## config.mk

```make
export PLATFORM = sky130hd
export DESIGN_NAME = ifetch_ctrl
export DESIGN_NICKNAME = d
export VERILOG_FILES = /design/src/rtl/mips_pkg.sv /design/src/rtl/ifetch_queue.sv /design/src/rtl/ifetch_ctrl.sv
export SDC_FILE = /design/constraint.sdc
export NUM_CORES = 1
export LEC_CHECK = 0
export BUFFER_PORTS_ARGS = -buffer_cell sky130_fd_sc_hd__buf_2
export CORE_ASPECT_RATIO = 1.25
export CORE_UTILIZATION = 46
export CTS_CLUSTER_SIZE = 12
export DETAILED_ROUTE_END_ITERATION = 8
export GPL_ROUTABILITY_DRIVEN = 0
export HOLD_SLACK_MARGIN = 0.02
export PLACE_DENSITY = 0.76
export SLEW_MARGIN = 20
export SYNTH_ARGS = -nofsm -noshare
export SYNTH_HDL_FRONTEND = slang
export SYNTH_HIERARCHICAL = 1
export SYNTH_SLANG_ARGS = --single-unit
```

## constraint.sdc

```tcl
create_clock -name CLK -period 7 [get_ports CLK]
set_input_delay 0.7 -clock CLK [delete_from_list [all_inputs] [get_ports CLK]]
set_output_delay 0.7 -clock CLK [all_outputs]
set_load 0.02 [all_outputs]
```

## src/rtl/mips_pkg.sv

```systemverilog
// Shared fetch-path types and constants for the MIPS front end.
package mips_pkg;

  localparam int unsigned ADDR_W  = 32;
  localparam int unsigned INSTR_W = 32;
  localparam int unsigned PC_INC  = 4;

  typedef enum logic {
    ISSUE,
    WAIT
  } fetch_state_t;

  typedef struct packed {
    logic [ADDR_W-1:0]  addr;
    logic [INSTR_W-1:0] instr;
  } fetch_entry_t;

endpackage

```

## src/rtl/ifetch_queue.sv

```systemverilog
// Instruction queue: small synchronous FIFO of fetched {addr, instr} entries.
module ifetch_queue
  import mips_pkg::*;
#(
  parameter int unsigned QDEPTH = 2
) (
  input  logic                     clk,
  input  logic                     rst,
  input  logic                     push,
  input  fetch_entry_t             push_data,
  input  logic                     pop,
  input  logic                     flush,
  output logic [$clog2(QDEPTH):0]  count,
  output fetch_entry_t             head
);

  localparam int unsigned PW = $clog2(QDEPTH);
  localparam int unsigned CW = PW + 1;
  localparam logic [CW-1:0] FULL = CW'(QDEPTH);

  fetch_entry_t    mem [QDEPTH];
  logic [PW-1:0]   rd_ptr;
  logic [PW-1:0]   wr_ptr;
  logic            do_push;
  logic            do_pop;

  assign do_pop  = pop && (count != '0);
  assign do_push = push && ((count != FULL) || do_pop);

  always_ff @(posedge clk or posedge rst) begin
    if (rst) begin
      rd_ptr <= '0;
      wr_ptr <= '0;
      count  <= '0;
    end else if (flush) begin
      rd_ptr <= '0;
      wr_ptr <= '0;
      count  <= '0;
    end else begin
      if (do_push) wr_ptr <= wr_ptr + 1'b1;
      if (do_pop)  rd_ptr <= rd_ptr + 1'b1;
      unique case ({do_push, do_pop})
        2'b10:   count <= count + 1'b1;
        2'b01:   count <= count - 1'b1;
        default: count <= count;
      endcase
    end
  end

  // Storage carries no reset; count gates visibility of stale entries.
  always_ff @(posedge clk) begin
    if (do_push && !flush) mem[wr_ptr] <= push_data;
  end

  assign head = (count != '0) ? mem[rd_ptr] : '0;

endmodule

```

## src/rtl/ifetch_ctrl.sv

```systemverilog
// Instruction-fetch controller: owns the PC write port, issues single
// outstanding imem reads, and queues returned words toward decode.
module ifetch_ctrl #(
  parameter int unsigned QDEPTH = 2,
  parameter int unsigned ADDR_W = 32
) (
  input  logic              CLK,
  input  logic              Reset,
  input  logic [ADDR_W-1:0] PCResult,
  output logic [ADDR_W-1:0] PC_Next,
  output logic              w_en,
  output logic              imem_req,
  output logic [ADDR_W-1:0] imem_addr,
  input  logic              imem_rvalid,
  input  logic [31:0]       imem_rdata,
  input  logic              br_taken,
  input  logic [ADDR_W-1:0] br_target,
  output logic              IF_valid,
  output logic [31:0]       IF_instr,
  output logic [ADDR_W-1:0] IF_pc,
  input  logic              IF_ready,
  output logic              misalign_err
);

  import mips_pkg::*;

  localparam int unsigned CW = $clog2(QDEPTH) + 1;
  localparam logic [CW-1:0] FULL = CW'(QDEPTH);

  fetch_state_t      state, state_nx;
  logic              kill, kill_nx;
  logic [ADDR_W-1:0] addr_q, addr_nx;
  logic              push, pop, flush;
  logic [CW-1:0]     count;
  fetch_entry_t      head;
  fetch_entry_t      push_data;

  assign push_data = '{addr: addr_q, instr: imem_rdata};

  ifetch_queue #(
    .QDEPTH (QDEPTH)
  ) u_queue (
    .clk       (CLK),
    .rst       (Reset),
    .push      (push),
    .push_data (push_data),
    .pop       (pop),
    .flush     (flush),
    .count     (count),
    .head      (head)
  );

  assign IF_valid = (count != '0);
  assign IF_instr = head.instr;
  assign IF_pc    = head.addr;

  always_ff @(posedge CLK or posedge Reset) begin
    if (Reset) begin
      state  <= ISSUE;
      kill   <= 1'b0;
      addr_q <= '0;
    end else begin
      state  <= state_nx;
      kill   <= kill_nx;
      addr_q <= addr_nx;
    end
  end

  // Outputs are combinational, so they are forced low while Reset is held.
  always_comb begin
    state_nx     = state;
    kill_nx      = kill;
    addr_nx      = addr_q;
    imem_req     = 1'b0;
    imem_addr    = '0;
    w_en         = 1'b0;
    PC_Next      = '0;
    misalign_err = 1'b0;
    push         = 1'b0;
    pop          = 1'b0;
    flush        = 1'b0;
    if (!Reset) begin
      pop = IF_valid && IF_ready;
      if (br_taken) begin
        w_en         = 1'b1;
        PC_Next      = {br_target[ADDR_W-1:2], 2'b00};
        misalign_err = (br_target[1:0] != 2'b00);
        flush        = 1'b1;
        if (state == WAIT) begin
          if (imem_rvalid) begin
            state_nx = ISSUE;
            kill_nx  = 1'b0;
          end else begin
            kill_nx  = 1'b1;
          end
        end
      end else begin
        unique case (state)
          ISSUE: begin
            if (count < FULL) begin
              imem_req  = 1'b1;
              imem_addr = PCResult;
              w_en      = 1'b1;
              PC_Next   = PCResult + ADDR_W'(PC_INC);
              addr_nx   = PCResult;
              state_nx  = WAIT;
            end
          end
          WAIT: begin
            if (imem_rvalid) begin
              push     = !kill;
              kill_nx  = 1'b0;
              state_nx = ISSUE;
            end
          end
          default: state_nx = ISSUE;
        endcase
      end
    end
  end

endmodule
```

== After elaboration in Yosys (flattened, before gate mapping) ==
Memory sizes are Yosys's and may differ from the RTL's.
Index checks and enable logic that the tools add are counted.
W data, S select, Z words.

* Bits in registers: 38
* Bits in writable memories: 128
* Bits of input ports: 101
* Output and inout bits: 132
* Word-level logic and storage cells: 74
* Memories kept: 1

* Add/sub/neg operators: 5
* Magnitude comparators: 1
* Equal/unequal tests: 3
* Multiplexer cells: 40
* Bitwise operators: 3
* Reductions and logical operators: 15

{| class="wikitable"
|+ Memory list
! memory !! depth !! bits a word !! read ports !! clocked after memory_dff !! wr ports !! line !! source
|-
| u_queue.mem || 2 || 64 || 1 || 0 || 1 || ifetch_queue.sv:21 || <nowiki>fetch_entry_t mem [QDEPTH];</nowiki>
|}

{| class="wikitable"
|+ Operators with widths
! operator !! count
|-
| $mux W32 || 8
|-
| $mux W64 || 1
|-
| $add A32 B3 Y32 const B || 1
|-
| $mux W1 || 28
|-
| $reduce_bool A2 Y1 || 5
|-
| $logic_and A1 B1 Y1 || 4
|-
| $pmux W2 S2 || 1
|-
| $reduce_and A4 Y1 || 1
|-
| $not A1 Y1 || 3
|-
| $reduce_and A3 Y1 || 1
|-
| $reduce_bool A3 Y1 || 1
|-
| $add A1 B1 Y1 const B || 2
|-
| $add A2 B1 Y2 const B || 1
|-
| $eq A2 B1 Y1 const B || 1
|-
| $eq A2 B2 Y1 const B || 1
|-
| $logic_not A1 Y1 || 2
|-
| $lt A2 B2 Y1 const B || 1
|-
| $mux W2 || 1
|-
| $ne A2 B2 Y1 const B || 1
|-
| $pmux W1 S2 || 1
|-
| $sub A2 B1 Y2 const B || 1
|-
| $logic_or A1 B1 Y1 || 1
|}

== Logic depth before layout (Yosys ltp) ==
Gate-level depths: netlist (run 1).

* Word-level depth: 9
* Gate-level depth with buffers: 7
* Depth with buffers taken out: 6

== Cells and area by module ==
Netlist (run 1), hierarchy kept.

{| class="wikitable"
|+ By module, submodules not included
! module !! times used !! cells each !! area an instance (µm²) !! sequential area each (µm²)
|-
| ifetch_queue || 1 || 298 || 5078.6 || 3943.8
|-
| ifetch_ctrl || 1 || 266 || 2254.7 || 850.8
|}

== Least setup slack after synthesis (run 1) ==
No wires, ideal clock.

* Path type: input to register
* Start: input Reset
* End: memory u_queue/mem[1][0] (netlist bit) (enable)
* Library setup time: 0.578 ns
* Data arrival time: 6.681 ns
* Required time: 6.422 ns
* Path slack: -0.259 ns
* Stages on the path: 4
* Buffers on the path: 0
* Path through: inv_1 > and3_1 > o31ai_4 > nor3b_1

* Cells in the longest elaborated chain, start to end: 7
* Elaborated cells between the ends (all ways): 10
* Classes of those cells: mux: 5; reduce/logical: 5

{| class="wikitable"
|+ Ends and longest elaborated chain
! item !! line !! source
|-
| from (decl) || ifetch_ctrl.sv:8 || <nowiki>input logic Reset,</nowiki>
|-
| $mux W1 || ifetch_ctrl.sv:82 || <nowiki>if (!Reset) begin</nowiki>
|-
| via pop || ifetch_ctrl.sv:33 || <nowiki>logic push, pop, flush;</nowiki>
|-
| $logic_and A1 B1 Y1 || ifetch_queue.sv:27 || <nowiki>assign do_pop = pop && (count != '0);</nowiki>
|-
| $logic_or A1 B1 Y1 || ifetch_queue.sv:28 || <nowiki>assign do_push = push && ((count != FULL) || do_pop);</nowiki>
|-
| $logic_and A1 B1 Y1 || ifetch_queue.sv:28 ||
|-
| $logic_and A1 B1 Y1 || ifetch_queue.sv:52 || <nowiki>if (do_push && !flush) mem[wr_ptr] <= push_data;</nowiki>
|-
| $mux W1 || ifetch_queue.sv:52 ||
|-
| $mux W1 (implied by the code) || ifetch_queue.sv:52 ||
|-
| to (decl) || ifetch_queue.sv:21 ||
|}

The timed path passes the listed nets, and every way through them passes these cells.

== Final worst setup path (run 1) ==
* Start: register u_queue.count[1]
* End: output PC_Next[23]

* Cells in the longest elaborated chain, start to end: 5

{| class="wikitable"
|+ Ends and longest elaborated chain
! item !! line !! source
|-
| from (decl) || ifetch_queue.sv:13 || <nowiki>output logic [$clog2(QDEPTH):0] count,</nowiki>
|-
| from (signal assigned) || ifetch_queue.sv:43 || <nowiki>2'b10: count <= count + 1'b1;</nowiki>
|-
| from (signal assigned) || ifetch_queue.sv:44 || <nowiki>2'b01: count <= count - 1'b1;</nowiki>
|-
| from (signal assigned) || ifetch_queue.sv:45 || <nowiki>default: count <= count;</nowiki>
|-
| $lt A2 B2 Y1 || ifetch_ctrl.sv:100 || <nowiki>if (count < FULL) begin</nowiki>
|-
| $mux W32 || ifetch_ctrl.sv:100 ||
|-
| $mux W32 || ifetch_ctrl.sv:98 || <nowiki>unique case (state)</nowiki>
|-
| $mux W32 || ifetch_ctrl.sv:84 || <nowiki>if (br_taken) begin</nowiki>
|-
| $mux W32 || ifetch_ctrl.sv:82 ||
|-
| to (decl) || ifetch_ctrl.sv:10 || <nowiki>output logic [ADDR_W-1:0] PC_Next,</nowiki>
|}

Every way passes these cells.

==> impl_metrics.ini, run 1 <==
[run_status]
status = finished, final reports clean

[synthesis]
syn_area_um2 = 7330
yosys.area.top_type = edfxtp_1
synth_top_area_frac = 0.524
yosys_register_bits = 166
synthTopCellsByCount = 128 x edfxtp_1, 74 x nor2_1, 65 x mux2i_1, 38 x dfrtp_1
yosys_warnings = 6
synth.area.top_cells = edfxtp_1 52%, dfrtp_1 13%, mux2i_1 8.9%
synth-main-ff-cell = edfxtp_1
synth_edf_count = 128
yosysSeqAreaShare = 0.654
yosysMostFrequentCell = edfxtp_1
ys_types = 42
async_flop_share = 0.229
synth_cells = 564
syn_avg_cell_area_um2 = 13.0
syn-num-nets = 666

[critical_path]
ff2ff_setup_slack_ps = 3580
slowest_stage = inv_1
crit_arrival_ps = 3270
cp-start-kind = flop
path_class = reg -> out
worstReg2RegEnd = u_queue/mem[1][45]
r2r_cells = 6
max_stage_delay_ps = 630
crit_path_end_kind = output pin
reg2reg_from = state
cp.required_ps = 6300
cp_max_fo = 63
crit_chain = nor2_1 > nand2_2 > buf_4 > inv_1 > and2_1 > a221o_1 > buf_2

[clock_network]
cts_max_level = 4
ctsResizeCount = 0
holdBufCountCts = 0
cts_buffer_depth = 2
clk_latency_ps = 420
cts_tree = yes
cts-root-buf = clkbuf_16
numCtsBuffers = 17
path_clk_slew_ps = 70
cts_setup_buffers = 0
cts.sinks = 166

[global_route]
track_usage = 0.219
grt_max_degree = 65
grt_pass1_vias = 4972
overflow = 0
grt_pass1_wl_mm = 26.4
antenna_found_initial = 1

[placed_design]
dp.cells = 984
hpwl_mm = 12.4
dp_slack_ps = 3080
io_buffers = 232

[pwr]
power_mw = 2.48
p_leak_nw = 3.98
peakVddDrop_uv = 139
powerDensity_nw_per_um2 = 267

[die]
dieWidth_um = 115
num_rows = 51
die_area_um2 = 16500
dieHeight_um = 143
boundaryPins = 233
core_region_area_um2 = 15600
start_util = 0.471

[timing]
slew_headroom = 0.334
worstMarginPinSlew_ps = 991
setup-violations-final = 0
slew_violations = 0
hold_viol = 0
finClkSkew_ps = 13.5
final.setup.tns_ps = 0
fin_crit_sh = 0.568
rsz0062_at_grt = false
layout_setup_ws_ps = 3030
period_needed_ps = 3970
fmax_ghz = 0.252

[detailed_routing]
routed_via_density = 5.16
drc = 0
firstDrtPassIters = 4
num_vias = 5243
drt_iter0_drc = 263
routedWlPerCell_um = 17.5
routed_wl_mm = 17.8
ant_nets = 0

[cells_and_area]
n_fill_cell = 1323
drive_gt1_frac = 0.356
multi_input_area_um2 = 2360
fin_nets = 893
seqCellArea_um2 = 4800
area_growth_pct = 26.8
finalNonFillerCells = 1017

[run]
drv_cap = 0

[hold_path]
hold_path_class = in -> async
[flip-flops by register name, summed over array words and instances (netlist names)]
register and flops:
u_queue/count 2, state 1, kill 1, u_queue/wr_ptr 1, addr_q 32, u_queue/rd_ptr 1, u_queue/mem 128
[how the worst max path moves through the flow]
stage | from | to | slack, ps | depth (start not counted)
finish | u_queue/count[1] | PC_Next[23] | 3030 | 7
global route | u_queue/count[1] | PC_Next[23] | 2790 | 7
CTS | u_queue/count[1] | PC_Next[23] | 3000 | 7
detailed placement | Reset | u_queue/mem[1][9] | 3080 | 7
global placement | Reset | u_queue/mem[1][31] | 3230 | 7
floorplan | Reset | u_queue/mem[0][0] | 120 | 4
[where the power goes]
part	internal (mW)	switching, mW
Combinational	0.123	0.199
Sequential	1.15	0.0488
Clock	0.547	0.412
Total	1.82	0.659
[final cells by class]
class,instances,area share
clock buffer,17,0.0457
sequential,166,0.516
timing repair buffer,240,0.131
inverter,7,0.00283
clock inverter,15,0.0211
multi-input combinational,359,0.254
antenna,1,0.000269
tap,212,0.0285
[cells in the final DEF (no fill, tap or decap), types with 4 or more instances in the layout]
master / count
mux2i_1: 65
xor2_1: 12
clkbuf_16: 17
o21ai_0: 20
dfrtp_1: 37
nand3_1: 13
nand4_1: 9
inv_6: 6
nor4_1: 4
a21oi_1: 5
buf_4: 8
inv_1: 5
nand2_1: 31
buf_2: 232
edfxtp_1: 128
xnor2_1: 11
nor3_1: 13
nor2_1: 74
and2_1: 30
a21o_1: 32
a221o_1: 7
[worst max-delay path: cells and delay by family (launching register included)]
kind | cells | cell delay [ps]
buf+inv | 3 | 1320
simple gates | 3 | 600
flops | 1 | 560
compound gates | 1 | 350
[logic make-up (layout without fill, tap and decap cells)]
group                      count (synthesis)  after routing  synth area share
muxes                                     66             66            0.0903
DFF                                      166            166             0.654
buffers and inverters                     39            279            0.0266
xor gates and xnor gates                  23             23            0.0275
other                                      0              1                 0
and+or+nand+nor                          197            197             0.131
adders and majority gates                  1              1           0.00171
AOI/OAI and AO/OA                         72             72            0.0688
[through the flow]
step / utilization / hold WS, ps / cell area (um^2)
global route: 0.597 / 214 / 9300
CTS: 0.597 / 203 / 9300
detailed placement: 0.557 / 454 / 8680
global placement: 0.557 / 452 / 8680
finish: 0.597 / 223 / 9300
floorplan: - / 443 / 7340
[per-layer routing]
layer,routed length (um),up-vias,GRT usage
li1,-,2498,-
met1,7170,2505,0.261
met2,9120,218,0.376
met3,1120,22,0.0543
met4,367,0,0.0902
met5,0,-,0
Power figures use the tool's default switching activity.
==> inputs of run 2 (changes only) <==
- CORE_UTILIZATION: 46 -> 51
- PLACE_DENSITY: 0.76 -> 0.8
- clock period: 7 -> 3.9 ns (I/O delays scaled with it)
==> run 2 against run 1 <==
Against the previous run:
- critical path depth increased by 1
- first-iteration DRC count increased by 11%
- die area is 9.7% lower
- wire length down 2.1%
- setup slack worse by 2200 ps
- combinational power grew 81%
- clock skew decreased by 4.3 ps
- via count is 1.4% higher
- sequential power up 80%
==> impl_metrics.ini, run 2 (synthesis gave the netlist of run 1 again) <==
[run_status]
status = finished, final reports clean

[die]
dieWidth_um = 109
dieHeight_um = 136
boundaryPins = 233
start_util = 0.526
core_region_area_um2 = 13900
num_rows = 48
die_area_um2 = 14900

[global_route]
grt_pass1_vias = 5210
antenna_found_initial = 0
grt_pass1_wl_mm = 25.8
overflow = 0
grt_max_degree = 66
track_usage = 0.235

[timing]
setup-violations-final = 0
worstMarginPinSlew_ps = 1070
fmax_ghz = 0.322
rsz0062_at_grt = false
final.setup.tns_ps = 0
hold_viol = 0
slew_headroom = 0.281
fin_crit_sh = 0.797
period_needed_ps = 3110
finClkSkew_ps = 9.17
slew_violations = 0

[cells_and_area]
fin_nets = 894
final_common_cell = buf_2
multi_input_area_um2 = 2370
n_antenna_cell = 0
largest_registers = u_queue/mem: 128 flops, addr_q: 32 flops, u_queue/count: 2 flops
seqCellArea_um2 = 4800
final_cell_mix = 232 x buf_2, 128 x edfxtp_1, 74 x nor2_1
final_util = 0.664
area_growth_pct = 26.1
largest_register_ffs = 128
drive_gt1_frac = 0.352
regMostFlops = u_queue/mem
final_design_area_no_fill_um2 = 9250
finalNonFillerCells = 979
n_fill_cell = 1050

[placed_design]
postPlaceCellArea_um2 = 8670
dp.cells = 946
hpwl_mm = 12.0
io_buffers = 232

[clock_network]
cts_tree = yes
cts_max_level = 4
cts_buffer_depth = 2
ctsResizeCount = 0
clk_latency_ps = 410
cts.sinks = 166
numCtsBuffers = 17
cts-root-buf = clkbuf_16
path_clk_slew_ps = 70

[hold_path]
hold_path_class = in -> reg
min_from = imem_rdata[1]
hold_depth = 1
hold_path_end = u_queue/mem[1][1]

[critical_path]
slowest_stage = nor3_4
cp-start-kind = input port
cp.required_ps = 4000
worstReg2RegEnd = u_queue/mem[0][11]
path_class = in -> reg
r2r_cells = 6
cp_top_family = simple AND/OR/NAND/NOR gates
path_buf_inv = 3
cp_max_fo = 32
ff2ff_setup_slack_ps = 1070
max_stage_delay_ps = 700
reg2reg_from = state
crit_arrival_ps = 3210
crit_path_end_kind = flop
crit_chain = dlygate4sd3_1 > buf_2 > nor2b_1 > nand2_1 > nor3_1 > o31ai_4 > nor3_4 > buf_12

[pwr]
peakVddDrop_uv = 315
p_leak_nw = 3.94
powerDensity_nw_per_um2 = 464

[run]
drv_cap = 0

[detailed_routing]
routed_via_density = 5.43
num_vias = 5318
drt_iter0_drc = 293
routed_wl_mm = 17.4
drc = 0
ant_nets = 0
routedWlPerCell_um = 17.8
firstDrtPassIters = 4
run 2: per-stage QoR:
step	power (mW)	worst slack [ps]	hold WS, ps
3_5_place_dp	2.78	959	348
6_report	4.30	792	166
3_3_place_gp	2.75	1090	337
5_1_grt	4.46	650	144
4_1_cts	4.33	850	146
2_1_floorplan	2.53	105	156
run 2: routing by layer:
layer  global-route usage  wire length (um)  vias to the layer above
li1                     -                 -                     2513
met1                0.271              6870                     2544
met2                0.423              9280                      232
met3               0.0403               880                       29
met4                0.103               385                        0
met5                    0                 0                        -
run 2: power breakdown:
| group | internal, mW | switching, mW | total [mW] |
|---|---|---|---|
| logic | 0.224 | 0.359 | 0.583 |
| clock network | 0.883 | 0.671 | 1.55 |
| registers | 2.07 | 0.0862 | 2.16 |
| total | 3.18 | 1.12 | 4.30 |
run 2: worst max-delay path by stage:
stage           from  cells past startpoint            endpoint
3_3_place_gp   Reset                      7  u_queue/mem[0][14]
3_5_place_dp   Reset                      7  u_queue/mem[0][16]
5_1_grt        Reset                      8  u_queue/mem[0][11]
6_report       Reset                      8  u_queue/mem[0][11]
4_1_cts        Reset                      8         PC_Next[19]
2_1_floorplan  Reset                      4   u_queue/mem[1][0]
run 2: repair_timing:
| item | in CTS | in global routing |
|---|---|---|
| hold endpoints to repair | 4 | 0 |
| setup buffers | 0 | 0 |
| hold buffers | 1 | 0 |
run 2: layout make-up:
class	instances	share of cell area
repair buffers	241	0.139
inverters	7	0.00284
clock inverters	13	0.0135
multi-input cells	359	0.256
well taps	175	0.0237
clock buffers	18	0.0464
flip-flops and latches	166	0.519
==> inputs of run 3 (changes only) <==
- CORE_UTILIZATION: 51 -> 46
- PLACE_DENSITY: 0.8 -> 0.76
- clock period: 3.9 -> 2.65 ns (I/O delays scaled with it)
==> run 3 against run 2 <==
Against the previous run:
- combinational power grew 51%
- utilization shrank 5.7 points
- critical path depth is the same
- global-route usage shrank 1.8 points
- non-clock buffer count grew 17
- clock skew grew 1.4 ps
- sequential cell count is the same
- count of clock-buffer cells in the layout is the same
- first-iteration DRC count shrank 3.1%
- cell count grew 5.6%
- die area grew 11%
- sequential share of layout area shrank 1.1 points
- critical path type is now in -> out
- critical endpoint is now PC_Next[19]
- largest power group unchanged
- highest routed layer unchanged
==> impl_metrics.ini, run 3 (synthesis gave the netlist of run 1 again) <==
[global_route]
grt_max_degree = 63
antenna_found_initial = 0
grt_pass1_wl_mm = 26.6
grt_pass1_vias = 5269
overflow = 0
track_usage = 0.217

[placed_design]
hpwl_mm = 12.5
postPlaceCellArea_um2 = 8800
io_buffers = 232
dp_slack_ps = 326
dp.cells = 993

[timing]
finClkSkew_ps = 10.6
period_needed_ps = 2550
layout_setup_ws_ps = 102
slew_violations = 0
fmax_ghz = 0.392
slew_headroom = 0.667
setup-violations-final = 0
hold_viol = 0
worstMarginPinSlew_ps = 500
fin_crit_sh = 0.962

[run_status]
status = finished, final reports clean

[clock_network]
cts_buffer_depth = 2
cts_setup_buffers = 0
clk_latency_ps = 420
cts.sinks = 166
cts_max_level = 4
path_clk_slew_ps = 60
cts_tree = yes
numCtsBuffers = 17
cts-root-buf = clkbuf_16

[pwr]
p_clk_frac = 0.357
p_seq_frac = 0.504
p_int_mw = 4.62
powerDensity_nw_per_um2 = 667
combPwrFrac = 0.140
switching_share = 0.267
peakVddDrop_uv = 330
power_switching_mw = 1.68
p_leak_nw = 4.02

[cells_and_area]
final_design_area_no_fill_um2 = 9450
finalNonFillerCells = 1034
drive_gt1_frac = 0.363
largest_register_ffs = 128
regMostFlops = u_queue/mem
n_antenna_cell = 0
final_common_cell = buf_2
final_util = 0.607
area_growth_pct = 28.9
final_cell_mix = 232 x buf_2, 128 x edfxtp_1, 74 x nor2_1
largest_registers = u_queue/mem: 128 flops, addr_q: 32 flops, u_queue/count: 2 flops
fin_nets = 911

[detailed_routing]
num_vias = 5313
ant_nets = 0
firstDrtPassIters = 4
drc = 0
routed_via_density = 5.14
routedWlPerCell_um = 17.2
routed_wl_mm = 17.7
drt_iter0_drc = 284

[hold_path]
hold_path_class = in -> reg

[critical_path]
crit_arrival_ps = 2280
cp.required_ps = 2380
crit_path_end_kind = output pin
path_class = in -> out
cp-start-kind = input port
cp_max_fo = 17
ff2ff_setup_slack_ps = 470

[die]
dieWidth_um = 115
boundaryPins = 233
num_rows = 51
start_util = 0.471
dieHeight_um = 143
core_region_area_um2 = 15600
die_area_um2 = 16500

[run]
drv_cap = 0
## run 3: cell count changes in the layout (fill, tap and decap cells not counted), moves of 2 or more
cell | before | now
buf_4 | 4 | 13
clkinv_4 | 2 | 5
clkinvlp_4 | 5 | 3
dlygate4sd3_1 | 1 | 9
inv_6 | 1 | 5
inv_8 | 2 | 0
## run 3: layer usage
| metal | wire length (um) | vias up | GRT usage | share of wire |
|---|---|---|---|---|
| met5 | 0 | - | 0 | 0 |
| met4 | 327 | 0 | 0.0711 | 0.018 |
| met3 | 919 | 28 | 0.0522 | 0.052 |
| met2 | 9400 | 202 | 0.393 | 0.53 |
| met1 | 7090 | 2552 | 0.250 | 0.40 |
| li1 | - | 2531 | - | - |
## run 3: worst paths after layout
kind | start | end | depth (start not counted)
setup / recovery | Reset | PC_Next[19] | 8
min in group asynchronous | Reset | u_queue/count[0] | 3
hold / removal | imem_rdata[9] | u_queue/mem[1][9] | 1
setup reg to reg | state | u_queue/mem[1][31] | 6
hold reg to reg | addr_q[20] | u_queue/mem[1][52] | 0
max in group asynchronous | Reset | addr_q[2] | 4
## run 3: area by class of cell
| type | instances | area [um^2] |
|---|---|---|
| Fill cell | 1315 | 6120 |
| Sequential cell | 166 | 4800 |
| Multi-Input combinational cell | 359 | 2380 |
| Timing Repair Buffer | 258 | 1420 |
| Clock buffer | 18 | 429 |
| Tap cell | 212 | 265 |
| Clock inverter | 14 | 120 |
| Inverter | 7 | 33.8 |
## run 3: what timing repair did
| action | 4_1_cts | 5_1_grt |
|---|---|---|
| hold buffers | 2 | 7 |
| endpoints found under the setup margin | 0 | 8 |
| endpoints found under the hold margin | 6 | 11 |
| gates resized for setup | 0 | 3 |
## run 3: through the flow
| stage | hold slack (ps) | power, mW | TNS, ps |
|---|---|---|---|
| after CTS | 20.4 | 6.35 | 0 |
| final | 43.3 | 6.30 | 0 |
| after floorplan | 31.1 | 3.73 | -57670 |
| after global placement | 243 | 4.06 | 0 |
| after global routing | 20.1 | 6.55 | -2.38 |
| after detailed placement | 243 | 4.10 | 0 |
## run 3: worst max-delay path, cell delays in order
cell	delay (ps)
dlygate4sd3_1	510
buf_2	200
nor2_1	80
nand2_2	110
clkinvlp_4	280
and2_1	340
a221o_1	330
buf_2	160
## run 3: power by group through the flow
stage | clock network (mW) | logic [mW] | registers (mW)
global placement | 0 | 0.854 | 3.21
floorplan | 0 | 0.547 | 3.18
CTS | 2.30 | 0.878 | 3.18
detailed placement | 0 | 0.871 | 3.23
global route | 2.40 | 0.954 | 3.20
finish | 2.25 | 0.880 | 3.18
